## src/rtl/ysyx_22050078_fwd_scoreboard_if.sv

```systemverilog
// Bundle of the ID-stage operand/hazard signals exchanged between the pipeline
// (master) and the forwarding/scoreboard unit (slave).
interface ysyx_22050078_fwd_scoreboard_if #(
    parameter int XLEN = 64,
    parameter int RAW  = 5,
    parameter int NFWD = 3
);
    logic [RAW-1:0]       i_rs1_addr;
    logic [RAW-1:0]       i_rs2_addr;
    logic [RAW-1:0]       i_rd_addr;
    logic                 i_rd_wen;
    logic                 i_st_en;
    logic [XLEN-1:0]      i_rf_rs1;
    logic [XLEN-1:0]      i_rf_rs2;
    logic [NFWD-1:0]      i_fwd_vld;
    logic [NFWD-1:0]      i_fwd_rdy;
    logic [NFWD-1:0]      i_fwd_ld;
    logic [NFWD*RAW-1:0]  i_fwd_rd;
    logic [NFWD*XLEN-1:0] i_fwd_data;
    logic                 i_lop_issue;
    logic [RAW-1:0]       i_lop_rd;
    logic                 i_lop_done;
    logic [RAW-1:0]       i_lop_drd;
    logic [XLEN-1:0]      i_lop_data;
    logic [XLEN-1:0]      i_ld_data;
    logic [XLEN-1:0]      i_exu_rs2;
    logic                 i_cnt_clr;
    logic [XLEN-1:0]      o_rs1_data;
    logic [XLEN-1:0]      o_rs2_data;
    logic                 o_stall;
    logic                 o_ldstbp;
    logic [XLEN-1:0]      o_exu_rs2;
    logic                 o_lop_full;
    logic [31:0]          o_stall_cnt;

    modport master (
        output i_rs1_addr, i_rs2_addr, i_rd_addr, i_rd_wen, i_st_en,
               i_rf_rs1, i_rf_rs2, i_fwd_vld, i_fwd_rdy, i_fwd_ld, i_fwd_rd,
               i_fwd_data, i_lop_issue, i_lop_rd, i_lop_done, i_lop_drd,
               i_lop_data, i_ld_data, i_exu_rs2, i_cnt_clr,
        input  o_rs1_data, o_rs2_data, o_stall, o_ldstbp, o_exu_rs2,
               o_lop_full, o_stall_cnt
    );

    modport slave (
        input  i_rs1_addr, i_rs2_addr, i_rd_addr, i_rd_wen, i_st_en,
               i_rf_rs1, i_rf_rs2, i_fwd_vld, i_fwd_rdy, i_fwd_ld, i_fwd_rd,
               i_fwd_data, i_lop_issue, i_lop_rd, i_lop_done, i_lop_drd,
               i_lop_data, i_ld_data, i_exu_rs2, i_cnt_clr,
        output o_rs1_data, o_rs2_data, o_stall, o_ldstbp, o_exu_rs2,
               o_lop_full, o_stall_cnt
    );
endinterface

```

## src/rtl/ysyx_22050078_fwd_scoreboard.sv

```systemverilog
// ID-stage operand forwarding and hazard unit: NFWD in-order bypass sources,
// a register scoreboard for out-of-band multi-cycle ops, an x0 guard, a
// registered load->store data bypass and a saturating stall counter.
//
// Handshake: a multi-cycle op is accepted only in a cycle where i_lop_issue=1
// and o_stall=0 (o_stall acts as !ready); i_lop_done is a one-cycle pulse with
// no back-pressure, and the result on i_lop_data is valid only in that cycle.
module ysyx_22050078_fwd_scoreboard #(
    parameter int XLEN   = 64,
    parameter int RAW    = 5,
    parameter int NFWD   = 3,
    parameter int MAXOUT = 4
) (
    input logic clk,
    input logic rst,
    ysyx_22050078_fwd_scoreboard_if.slave io_bus
);
    localparam int OCW  = $clog2(MAXOUT + 1);
    localparam int NREG = 1 << RAW;

    logic [NREG-1:0] r_pending;
    logic [OCW-1:0]  r_out_cnt;
    logic            r_ldstbp_q;
    logic [31:0]     r_stall_cnt;

    logic [NREG-1:0] w_pend_eff;
    logic [XLEN-1:0] w_rs1_data;
    logic [XLEN-1:0] w_rs2_data;
    logic            w_rs1_nrdy;
    logic            w_rs2_nrdy;
    logic            w_rs1_haz;
    logic            w_rs2_haz;
    logic            w_waw_haz;
    logic            w_ldstbp;
    logic            w_full;
    logic            w_stall;
    logic            w_issue_acc;
    logic            w_done_cnt;
    logic            w_unused_ld;

    // Only the youngest source can feed the load->store bypass.
    assign w_unused_ld = ^io_bus.i_fwd_ld[NFWD-1:1];

    // An op finishing this cycle is no longer a hazard: its data is bypassed.
    always_comb begin
        w_pend_eff = r_pending;
        if (io_bus.i_lop_done) begin
            w_pend_eff[io_bus.i_lop_drd] = 1'b0;
        end
    end

    // Operand select: x0, then youngest matching source, then completing op, then RF.
    always_comb begin
        w_rs1_data = io_bus.i_rf_rs1;
        w_rs2_data = io_bus.i_rf_rs2;
        w_rs1_nrdy = 1'b0;
        w_rs2_nrdy = 1'b0;
        if (io_bus.i_lop_done && io_bus.i_lop_drd == io_bus.i_rs1_addr) begin
            w_rs1_data = io_bus.i_lop_data;
        end
        if (io_bus.i_lop_done && io_bus.i_lop_drd == io_bus.i_rs2_addr) begin
            w_rs2_data = io_bus.i_lop_data;
        end
        // Walk oldest to youngest so the youngest match is the one that sticks.
        for (int i = NFWD - 1; i >= 0; i--) begin
            if (io_bus.i_fwd_vld[i] && io_bus.i_fwd_rd[i*RAW +: RAW] == io_bus.i_rs1_addr) begin
                w_rs1_data = io_bus.i_fwd_data[i*XLEN +: XLEN];
                w_rs1_nrdy = !io_bus.i_fwd_rdy[i];
            end
            if (io_bus.i_fwd_vld[i] && io_bus.i_fwd_rd[i*RAW +: RAW] == io_bus.i_rs2_addr) begin
                w_rs2_data = io_bus.i_fwd_data[i*XLEN +: XLEN];
                w_rs2_nrdy = !io_bus.i_fwd_rdy[i];
            end
        end
        if (io_bus.i_rs1_addr == '0) begin
            w_rs1_data = '0;
            w_rs1_nrdy = 1'b0;
        end
        if (io_bus.i_rs2_addr == '0) begin
            w_rs2_data = '0;
            w_rs2_nrdy = 1'b0;
        end
    end

    // A store whose data comes from a load still in the youngest stage picks it up one stage later.
    assign w_ldstbp = io_bus.i_fwd_ld[0] && io_bus.i_fwd_vld[0] && !io_bus.i_fwd_rdy[0]
                   && io_bus.i_fwd_rd[0 +: RAW] == io_bus.i_rs2_addr
                   && io_bus.i_rs2_addr != '0 && io_bus.i_st_en;

    assign w_rs1_haz   = w_rs1_nrdy || (io_bus.i_rs1_addr != '0 && w_pend_eff[io_bus.i_rs1_addr]);
    assign w_rs2_haz   = !w_ldstbp &&
                         (w_rs2_nrdy || (io_bus.i_rs2_addr != '0 && w_pend_eff[io_bus.i_rs2_addr]));
    assign w_waw_haz   = io_bus.i_rd_wen && io_bus.i_rd_addr != '0 && w_pend_eff[io_bus.i_rd_addr];
    assign w_full      = (r_out_cnt == OCW'(MAXOUT));
    assign w_stall     = w_rs1_haz || w_rs2_haz || w_waw_haz || (io_bus.i_lop_issue && w_full);
    assign w_issue_acc = io_bus.i_lop_issue && !w_stall;
    assign w_done_cnt  = io_bus.i_lop_done && r_out_cnt != '0;

    // Scoreboard: completion clears, accepted issue sets (issue wins on the same rd).
    always_ff @(posedge clk or posedge rst) begin
        if (rst) begin
            r_pending <= '0;
        end else begin
            r_pending <= w_pend_eff;
            if (w_issue_acc && io_bus.i_lop_rd != '0) begin
                r_pending[io_bus.i_lop_rd] <= 1'b1;
            end
        end
    end

    // Outstanding multi-cycle op count; completions at zero are ignored.
    always_ff @(posedge clk or posedge rst) begin
        if (rst) begin
            r_out_cnt <= '0;
        end else if (w_issue_acc && !w_done_cnt) begin
            r_out_cnt <= r_out_cnt + OCW'(1);
        end else if (!w_issue_acc && w_done_cnt) begin
            r_out_cnt <= r_out_cnt - OCW'(1);
        end
    end

    // Remember that the instruction leaving ID took the load->store bypass.
    always_ff @(posedge clk or posedge rst) begin
        if (rst) begin
            r_ldstbp_q <= 1'b0;
        end else begin
            r_ldstbp_q <= w_ldstbp && !w_stall;
        end
    end

    // Saturating stall-cycle counter; clear has priority.
    always_ff @(posedge clk or posedge rst) begin
        if (rst) begin
            r_stall_cnt <= '0;
        end else if (io_bus.i_cnt_clr) begin
            r_stall_cnt <= '0;
        end else if (w_stall && r_stall_cnt != '1) begin
            r_stall_cnt <= r_stall_cnt + 32'd1;
        end
    end

    assign io_bus.o_rs1_data  = w_rs1_data;
    assign io_bus.o_rs2_data  = w_rs2_data;
    assign io_bus.o_stall     = w_stall;
    assign io_bus.o_ldstbp    = w_ldstbp;
    assign io_bus.o_exu_rs2   = r_ldstbp_q ? io_bus.i_ld_data : io_bus.i_exu_rs2;
    assign io_bus.o_lop_full  = w_full;
    assign io_bus.o_stall_cnt = r_stall_cnt;
endmodule
```

## src/flat_wrapper.sv

```systemverilog
// flat-port wrapper written by rule: the top's interface ports become plain ports
module ysyx_22050078_fwd_scoreboard_flat 
#(
    parameter int XLEN   = 64,
    parameter int RAW    = 5,
    parameter int NFWD   = 3,
    parameter int MAXOUT = 4
)
  (clk, rst, io_bus_i_rs1_addr, io_bus_i_rs2_addr, io_bus_i_rd_addr, io_bus_i_rd_wen, io_bus_i_st_en, io_bus_i_rf_rs1, io_bus_i_rf_rs2, io_bus_i_fwd_vld, io_bus_i_fwd_rdy, io_bus_i_fwd_ld, io_bus_i_fwd_rd, io_bus_i_fwd_data, io_bus_i_lop_issue, io_bus_i_lop_rd, io_bus_i_lop_done, io_bus_i_lop_drd, io_bus_i_lop_data, io_bus_i_ld_data, io_bus_i_exu_rs2, io_bus_i_cnt_clr, io_bus_o_rs1_data, io_bus_o_rs2_data, io_bus_o_stall, io_bus_o_ldstbp, io_bus_o_exu_rs2, io_bus_o_lop_full, io_bus_o_stall_cnt);
  ysyx_22050078_fwd_scoreboard_if #(.XLEN(XLEN), .RAW(RAW), .NFWD(NFWD)) io_bus_i ();
  input logic clk;
  input logic rst;
  input wire logic [$bits(io_bus_i.i_rs1_addr)-1:0] io_bus_i_rs1_addr;
  input wire logic [$bits(io_bus_i.i_rs2_addr)-1:0] io_bus_i_rs2_addr;
  input wire logic [$bits(io_bus_i.i_rd_addr)-1:0] io_bus_i_rd_addr;
  input wire logic [$bits(io_bus_i.i_rd_wen)-1:0] io_bus_i_rd_wen;
  input wire logic [$bits(io_bus_i.i_st_en)-1:0] io_bus_i_st_en;
  input wire logic [$bits(io_bus_i.i_rf_rs1)-1:0] io_bus_i_rf_rs1;
  input wire logic [$bits(io_bus_i.i_rf_rs2)-1:0] io_bus_i_rf_rs2;
  input wire logic [$bits(io_bus_i.i_fwd_vld)-1:0] io_bus_i_fwd_vld;
  input wire logic [$bits(io_bus_i.i_fwd_rdy)-1:0] io_bus_i_fwd_rdy;
  input wire logic [$bits(io_bus_i.i_fwd_ld)-1:0] io_bus_i_fwd_ld;
  input wire logic [$bits(io_bus_i.i_fwd_rd)-1:0] io_bus_i_fwd_rd;
  input wire logic [$bits(io_bus_i.i_fwd_data)-1:0] io_bus_i_fwd_data;
  input wire logic [$bits(io_bus_i.i_lop_issue)-1:0] io_bus_i_lop_issue;
  input wire logic [$bits(io_bus_i.i_lop_rd)-1:0] io_bus_i_lop_rd;
  input wire logic [$bits(io_bus_i.i_lop_done)-1:0] io_bus_i_lop_done;
  input wire logic [$bits(io_bus_i.i_lop_drd)-1:0] io_bus_i_lop_drd;
  input wire logic [$bits(io_bus_i.i_lop_data)-1:0] io_bus_i_lop_data;
  input wire logic [$bits(io_bus_i.i_ld_data)-1:0] io_bus_i_ld_data;
  input wire logic [$bits(io_bus_i.i_exu_rs2)-1:0] io_bus_i_exu_rs2;
  input wire logic [$bits(io_bus_i.i_cnt_clr)-1:0] io_bus_i_cnt_clr;
  output wire logic [$bits(io_bus_i.o_rs1_data)-1:0] io_bus_o_rs1_data;
  output wire logic [$bits(io_bus_i.o_rs2_data)-1:0] io_bus_o_rs2_data;
  output wire logic [$bits(io_bus_i.o_stall)-1:0] io_bus_o_stall;
  output wire logic [$bits(io_bus_i.o_ldstbp)-1:0] io_bus_o_ldstbp;
  output wire logic [$bits(io_bus_i.o_exu_rs2)-1:0] io_bus_o_exu_rs2;
  output wire logic [$bits(io_bus_i.o_lop_full)-1:0] io_bus_o_lop_full;
  output wire logic [$bits(io_bus_i.o_stall_cnt)-1:0] io_bus_o_stall_cnt;
  assign io_bus_i.i_rs1_addr = io_bus_i_rs1_addr;
  assign io_bus_i.i_rs2_addr = io_bus_i_rs2_addr;
  assign io_bus_i.i_rd_addr = io_bus_i_rd_addr;
  assign io_bus_i.i_rd_wen = io_bus_i_rd_wen;
  assign io_bus_i.i_st_en = io_bus_i_st_en;
  assign io_bus_i.i_rf_rs1 = io_bus_i_rf_rs1;
  assign io_bus_i.i_rf_rs2 = io_bus_i_rf_rs2;
  assign io_bus_i.i_fwd_vld = io_bus_i_fwd_vld;
  assign io_bus_i.i_fwd_rdy = io_bus_i_fwd_rdy;
  assign io_bus_i.i_fwd_ld = io_bus_i_fwd_ld;
  assign io_bus_i.i_fwd_rd = io_bus_i_fwd_rd;
  assign io_bus_i.i_fwd_data = io_bus_i_fwd_data;
  assign io_bus_i.i_lop_issue = io_bus_i_lop_issue;
  assign io_bus_i.i_lop_rd = io_bus_i_lop_rd;
  assign io_bus_i.i_lop_done = io_bus_i_lop_done;
  assign io_bus_i.i_lop_drd = io_bus_i_lop_drd;
  assign io_bus_i.i_lop_data = io_bus_i_lop_data;
  assign io_bus_i.i_ld_data = io_bus_i_ld_data;
  assign io_bus_i.i_exu_rs2 = io_bus_i_exu_rs2;
  assign io_bus_i.i_cnt_clr = io_bus_i_cnt_clr;
  assign io_bus_o_rs1_data = io_bus_i.o_rs1_data;
  assign io_bus_o_rs2_data = io_bus_i.o_rs2_data;
  assign io_bus_o_stall = io_bus_i.o_stall;
  assign io_bus_o_ldstbp = io_bus_i.o_ldstbp;
  assign io_bus_o_exu_rs2 = io_bus_i.o_exu_rs2;
  assign io_bus_o_lop_full = io_bus_i.o_lop_full;
  assign io_bus_o_stall_cnt = io_bus_i.o_stall_cnt;
  ysyx_22050078_fwd_scoreboard #(.XLEN(XLEN), .RAW(RAW), .NFWD(NFWD), .MAXOUT(MAXOUT)) u_core (.clk(clk), .rst(rst), .io_bus(io_bus_i));
endmodule
```

## config.mk

```make
export PLATFORM = sky130hd
export DESIGN_NAME = ysyx_22050078_fwd_scoreboard_flat
export DESIGN_NICKNAME = d
export VERILOG_FILES = /design/src/rtl/ysyx_22050078_fwd_scoreboard_if.sv /design/src/rtl/ysyx_22050078_fwd_scoreboard.sv /design/src/flat_wrapper.sv
export SDC_FILE = /design/constraint.sdc
export NUM_CORES = 1
export LEC_CHECK = 0
export ABC_AREA = 1
export BUFFER_PORTS_ARGS = -buffer_cell sky130_fd_sc_hd__buf_2
export CAP_MARGIN = 20
export CORE_AREA = 2 2 313 315
export DETAILED_ROUTE_END_ITERATION = 8
export DIE_AREA = 0 0 315 317
export SYNTH_ARGS = -nofsm -noshare
export SYNTH_HDL_FRONTEND = slang
export SYNTH_SLANG_ARGS = --single-unit
```

## constraint.sdc

```tcl
create_clock -name clk -period 2.88 [get_ports clk]
set_input_delay 0 -clock clk [delete_from_list [all_inputs] [get_ports clk]]
set_output_delay 0 -clock clk [all_outputs]
set_load 0.02 [all_outputs]
```

# ---- After elaboration in Yosys (flattened, before gate mapping)
# Cells that the tools add are included.
dict set report totals {
  register_bits 68
  input_bits 568
  out_inout_bits 227
}
dict set report classes {
  add_sub_neg 3
  n_lt_le_gt_ge 7
  n_eq_ne 10
  n_mux 35
  n_bitwise 3
  reduce_logical 49
}
# operator count
set op_table {}
lappend op_table {{$mux W64} 11}
lappend op_table {{$mux W32} 4}
lappend op_table {{$eq A5 B5 Y1} 8}
lappend op_table {{$add A32 B1 Y32 const B} 1}
lappend op_table {{$and A32 B32 Y32} 1}
lappend op_table {{$ne A32 B32 Y1 const B} 1}
lappend op_table {{$not A32 Y32} 1}
lappend op_table {{$or A32 B32 Y32} 1}
lappend op_table {{$lt A5 B6 Y1 const B} 5}
lappend op_table {{$logic_and A1 B1 Y1} 28}
lappend op_table {{$reduce_bool A5 Y1} 4}
lappend op_table {{$bmux W1 S5} 3}
lappend op_table {{$mux W1} 13}
lappend op_table {{$demux W1 S5} 2}
lappend op_table {{$ge A5 B1 Y1 const B} 2}
lappend op_table {{$logic_not A5 Y1} 2}
lappend op_table {{$logic_not A1 Y1} 7}
lappend op_table {{$mux W3} 2}
lappend op_table {{$logic_or A1 B1 Y1} 5}
lappend op_table {{$reduce_bool A2 Y1} 2}
lappend op_table {{$add A3 B1 Y3 const B} 1}
lappend op_table {{$eq A3 B3 Y1 const B} 1}
lappend op_table {{$reduce_bool A3 Y1} 1}
lappend op_table {{$sub A3 B1 Y3 const B} 1}

# ---- Logic depth before layout (Yosys ltp)
dict set report logic_depth {
  ltp_word 21
  mapped_depth 24
  mapped_depth_nobuf 23
}

# ---- Worst setup path before layout
# OpenSTA, ideal clock, no wires.
dict set report synth_path {
  kind {input-to-reg}
  start {input io_bus_i_rs2_addr[2]}
  end {register u_core.r_out_cnt[2]}
  arrival_ns 2.637
  required_time_ns 2.749
  path_slack_ns 0.112
  path_stages 18
  n_path_buf 1
  cell_sequence {buf_2 -> inv_1 -> o22ai_1 -> a21oi_1 -> nand3_1 -> nor4_2 -> nor2_1 -> nand2_2 -> nand3_1 -> nor2_2 -> nand2_1 -> inv_1 -> ha_1 -> inv_1 -> fa_1 -> a21oi_1 -> o21ai_0 -> xor2_1}
}
# element line_no
set synth_rtl {}
lappend synth_rtl {{start, declared} flat_wrapper.sv:14} ;# input wire logic [$bits(io_bus_i.i_rs2_addr)-1:0] io_bus_i_rs2_addr;
lappend synth_rtl {{$eq A5 B5 Y1} ysyx_22050078_fwd_scoreboard.sv:87} ;# && io_bus.i_fwd_rd[0 +: RAW] == io_bus.i_rs2_addr
lappend synth_rtl {{$logic_and A1 B1 Y1} ysyx_22050078_fwd_scoreboard.sv:87}
lappend synth_rtl {{$logic_and A1 B1 Y1 (*) (2 in a row)} ysyx_22050078_fwd_scoreboard.sv:88} ;# && io_bus.i_rs2_addr != '0 && io_bus.i_st_en;
lappend synth_rtl {{net io_bus_o_ldstbp} flat_wrapper.sv:36} ;# output wire logic [$bits(io_bus_i.o_ldstbp)-1:0] io_bus_o_ldstbp;
lappend synth_rtl {{$logic_not A1 Y1 (*)} ysyx_22050078_fwd_scoreboard.sv:91} ;# assign w_rs2_haz = !w_ldstbp &&
lappend synth_rtl {{$logic_and A1 B1 Y1 (*)} ysyx_22050078_fwd_scoreboard.sv:91}
lappend synth_rtl {{$logic_or A1 B1 Y1 (*) (3 in a row)} ysyx_22050078_fwd_scoreboard.sv:95} ;# assign w_stall = w_rs1_haz || w_rs2_haz || w_waw_haz || (io_bus.i_lop_issue && w_full);
lappend synth_rtl {{$logic_not A1 Y1 (*)} ysyx_22050078_fwd_scoreboard.sv:96} ;# assign w_issue_acc = io_bus.i_lop_issue && !w_stall;
lappend synth_rtl {{$logic_and A1 B1 Y1 (*)} ysyx_22050078_fwd_scoreboard.sv:96}
lappend synth_rtl {{$logic_not A1 Y1} ysyx_22050078_fwd_scoreboard.sv:117} ;# end else if (!w_issue_acc && w_done_cnt) begin
lappend synth_rtl {{$logic_and A1 B1 Y1} ysyx_22050078_fwd_scoreboard.sv:117}
lappend synth_rtl {{$reduce_bool A2 Y1 (no source line)} --}
lappend synth_rtl {{end signal, assigned} ysyx_22050078_fwd_scoreboard.sv:116} ;# r_out_cnt <= r_out_cnt + OCW'(1);
lappend synth_rtl {{end signal, assigned} ysyx_22050078_fwd_scoreboard.sv:118} ;# r_out_cnt <= r_out_cnt - OCW'(1);
lappend synth_rtl {{end, declared} ysyx_22050078_fwd_scoreboard.sv:22} ;# logic [OCW-1:0] r_out_cnt;
# Mark *: on every way through the listed nets, which the timed path passes. The rest lies on a longest branch. The select of a mux whose other input is x is not followed.
# A chain may end at the register's enable or synchronous reset.

# ---- Final worst setup path
dict set report layout_path {
  start {input io_bus_i_rs1_addr[4]}
  end {output io_bus_o_rs1_data[32]}
}
dict set report layout_via {
  elab_chain_len 7
}
# element line_no
set layout_rtl {}
lappend layout_rtl {{start, declared} flat_wrapper.sv:13} ;# input wire logic [$bits(io_bus_i.i_rs1_addr)-1:0] io_bus_i_rs1_addr;
lappend layout_rtl {{$eq A5 B5 Y1} ysyx_22050078_fwd_scoreboard.sv:58} ;# if (io_bus.i_lop_done && io_bus.i_lop_drd == io_bus.i_rs1_addr) begin
lappend layout_rtl {{$logic_and A1 B1 Y1} ysyx_22050078_fwd_scoreboard.sv:58}
lappend layout_rtl {{$mux W64} ysyx_22050078_fwd_scoreboard.sv:58}
lappend layout_rtl {{$mux W64 (3 in a row)} ysyx_22050078_fwd_scoreboard.sv:66} ;# if (io_bus.i_fwd_vld[i] && io_bus.i_fwd_rd[i*RAW +: RAW] == io_bus.i_rs1_addr) begin
lappend layout_rtl {{$mux W64 (*)} ysyx_22050078_fwd_scoreboard.sv:75} ;# if (io_bus.i_rs1_addr == '0) begin
lappend layout_rtl {{end, declared} flat_wrapper.sv:33} ;# output wire logic [$bits(io_bus_i.o_rs1_data)-1:0] io_bus_o_rs1_data;
# Every way passes the cells marked *; elsewhere a longest branch is shown, timed or not.

==> results_dict.tcl <==
set metrics [dict create \
    run_status "finished, final reports clean" \
    layoutNonFillerInstCount 4281 \
    layout-drive-gt1-share_pct 37.3 \
    number_of_antenna_violations_at_the_first_check_in_global_routing 43 \
    switching_share_pct 45.6 \
    synth.avg_cell_area_um2 5.54 \
    slew_at_the_pin_with_the_worst_max_slew_slack_ns 0.929 \
    number_of_pins_exceeding_their_max_slew_limit_in_the_final_report 0 \
    vertical_die_dimension_um 317 \
    path_class "primary input to output port" \
    fin_crit_sh_pct 98.4 \
    timing_hold_violations_final 0 \
    post-route-min-period_ns 2.83 \
    grt_pass1_wl_mm 127 \
    timing.hold.worst_path_depth 4 \
    leakagePower_nw 9.66 \
    routedWlPerCell_um 21.9 \
    drc 0 \
    hold_class "primary input to flop" \
    design.final.nets 3556 \
    worst_ir_drop_vdd_mv 0.283 \
    gpl.final_weighted_congestion 1.00 \
    place.detailed.hpwl_mm 75.9 \
    num_vias 19463 \
    cp.arrival_ns 2.83 \
    timing.max_slew.rel_slack_pct 37.9 \
    totalWireLength_mm 93.8 \
    place_inst 4249 \
    cts_tree "done" \
    ctsHtreeMaxLevel 3 \
    end_kind "output port" \
    grt_remaining_overflow 0 \
    port-buffer-count 792 \
    drtAntennaViolNets 0 \
    clock-root-buffer "clkbuf_16" \
    drv.max_cap_violation_count 0 \
    yosys_warnings 0 \
    die_width_um 315 \
    internal_power_w 0.00307 \
    dr.first_iter.drc_count 2579 \
    globalRouteTotalUtil_pct 17.4 \
    clock_insertion_delay_worst_skew_ns 0.37 \
    maximum_number_of_pins_on_one_net_before_global_route_repair 129 \
    netlist_area_um2 12200 \
    worst_clock_skew_ns 0.0129 \
    drt_pass_1_iters 6 \
    place_ws_ns -0.0286 \
    cts-buffers-inserted 9 \
    synth_cell_types 41 \
    power_w 0.00564 \
    syn_to_final_growth_pct 55.2 \
    syn-instance-count 2198 \
    power.switching_w 0.00257 \
    num_io_pins 795 \
    synth.yosys.seq_area_share_pct 14.0 \
    rows 114 \
    coreArea_um2 96300 \
    cp_max_fo 43 \
    rr_worst_depth 20 \
    critPathRequiredTime_ns 2.88 \
    setup.worst_path.start_class "primary input" \
    power.share.combinational_pct 56.1 \
    synth_seq_cells 68 \
    avgViaCountPerCell 4.55 \
    final_setup_slack_of_the_worst_path_ns 0.0470 \
    synth-edff-count 0 \
    seq_power_share_pct 21.0 \
    clock_sink_count 68 \
    syn-num-nets 2769 \
    ys.flop_type "dfrtp_1" \
    fillCellCount 11242 \
    clk_transition_reported_paths_ns 0.05 \
    power.clock.fraction_pct 22.8 \
    grt_pass1_vias 17357 \
    die_area_um2 99900 \
    finalSetupViolations 0 \
    cts.repair_timing.setup_buffer_count 0 \
    power_density_nw_per_um2 298 \
    rsz_0062_raised_after_global_routing "false" \
    fmax_ghz 0.353 \
    synth_async_sr_flop_share_pct 100 \
    final_util_pct 19.6 \
    initial_utilization_pct 12.6 \
    clock_path_buffers 2 \
    hold_slack_ns 0.0753 \
]
==> synthesized netlist by cell type, types with 14 or more instances <==
library cell  instances  area, um^2
nand2_1             623        2340
mux2_2               64         721
o21ai_0             396        1980
nor3_1               17        85.1
xor2_1               17         149
clkbuf_1            117         439
inv_1               111         417
buf_1                15        56.3
dfrtp_1              68        1700
buf_2                35         175
xnor2_1              18         158
nand3_1             287        1440
nand3_2              31         310
o22ai_1              14        87.6
a21oi_1             149         746
nand4_1              70         438
nor2_1               91         342
==> through the flow <==
step / TNS [ns] / instance area (um^2)
final: 0 / 18900
after global routing: 0 / 18900
after CTS: 0 / 18800
after detailed placement: -0.0286 / 18500
after global placement: -0.0146 / 18500
after floorplan: 0 / 12200
==> logic make-up (layout without fill, tap and decap cells) <==
| family | after synthesis | in the layout | synth area share [%] |
|---|---|---|---|
| simple gates | 1149 | 1149 | 42.5 |
| compound gates | 578 | 578 | 24.4 |
| buf+inv | 301 | 1093 | 10.3 |
| flops | 68 | 68 | 14.0 |
| mux | 64 | 64 | 5.92 |
| xor+xnor | 35 | 35 | 2.52 |
| fa+ha+maj | 3 | 3 | 0.370 |
| other cells | 0 | 15 | 0 |
==> layout make-up <==
cell class	count	area [um^2]	area share, %
Tap cell	1276	1600	8.45
Timing Repair Buffer	953	5420	28.7
Multi-Input combinational cell	1829	9330	49.4
Clock buffer	11	253	1.34
Clock inverter	5	82.6	0.437
Inverter	124	470	2.49
Antenna cell	15	37.5	0.199
Sequential cell	68	1700	9.01
==> cells in the final DEF (no fill, tap or decap), types with 3 or more instances in the layout <==
cell	instances
a221oi_2	3
nor2_1	91
nand2_2	7
nand4_1	70
a21boi_0	4
o21a_1	5
o21ai_0	395
diode_2	15
buf_6	3
nor2_2	7
nand3_2	31
inv_2	12
or2_2	3
inv_1	108
xnor2_1	18
dfrtp_1	67
o22ai_1	14
a21boi_1	3
clkbuf_16	9
buf_4	138
buf_12	19
nor4_1	7
a21oi_1	147
nand3_1	281
nand3_4	7
nand2_1	622
buf_2	792
nor3_1	16
xor2_1	17
mux2_2	64
==> path summary, 6_finish.rpt <==
| check | from | end | slack (ns) |
|---|---|---|---|
| min in group asynchronous | rst | u_core.io_bus.o_stall_cnt[10]$_DFFE_PP0P_ | 0.34 |
| worst max register to register | u_core.r_pending[9]$_DFF_PP0_ | u_core.r_out_cnt[2]$_DFFE_PP0P_ | 0.26 |
| max in group asynchronous | rst | u_core.r_pending[3]$_DFF_PP0_ | 1.85 |
| worst max-delay path | io_bus_i_rs1_addr[4] | io_bus_o_rs1_data[32] | 0.05 |
| worst min register to register | u_core.r_out_cnt[0]$_DFFE_PP0P_ | u_core.r_out_cnt[0]$_DFFE_PP0P_ | 0.52 |
| worst min-delay path | io_bus_i_lop_rd[1] | u_core.r_pending[4]$_DFF_PP0_ | 0.08 |
==> routing by layer <==
metal | part of all wire (%) | GRT usage, % | vias up
li1 | - | - | 9086
met1 | 42 | 23.9 | 8991
met2 | 41 | 24.0 | 1186
met3 | 13 | 7.98 | 174
met4 | 2.8 | 4.86 | 26
met5 | 0.18 | 0 | -
==> flip-flops by register name, summed over array words and instances, names as in the netlist <==
| name | count |
|---|---|
| u_core.r_pending | 32 |
| u_core.io_bus.o_stall_cnt | 32 |
| u_core.r_ldstbp_q | 1 |
| u_core.r_out_cnt | 3 |
==> what timing repair did <==
| action | in CTS | in global routing |
|---|---|---|
| endpoints found under the hold margin | 33 | 0 |
| resized for setup | 0 | 12 |
| hold buffers | 1 | 0 |
| endpoints found under the setup margin | 0 | 51 |
==> critical path, stage by stage <==
cell      delay, ns
buf_2          0.17
inv_1          0.17
buf_4          0.18
a221oi_1       0.46
nand3_4        0.14
inv_2          0.11
buf_12         0.23
buf_4          0.24
nand2_1        0.06
nand3_1        0.06
o21ai_0        0.08
nand2_1        0.06
o21ai_0        0.12
a21oi_1        0.25
buf_4          0.22
buf_2          0.18
==> power groups by stage <==
stage	sequential, W	combinational [W]	clock (W)
6_report	0.00119	0.00317	0.00129
5_1_grt	0.00120	0.00338	0.00138
4_1_cts	0.00118	0.00308	0.00132
3_5_place_dp	0.00120	0.00306	0
3_3_place_gp	0.00120	0.00306	0
2_1_floorplan	0.00117	0.00151	0
No activity file was read; power rests on OpenSTA's default activity.
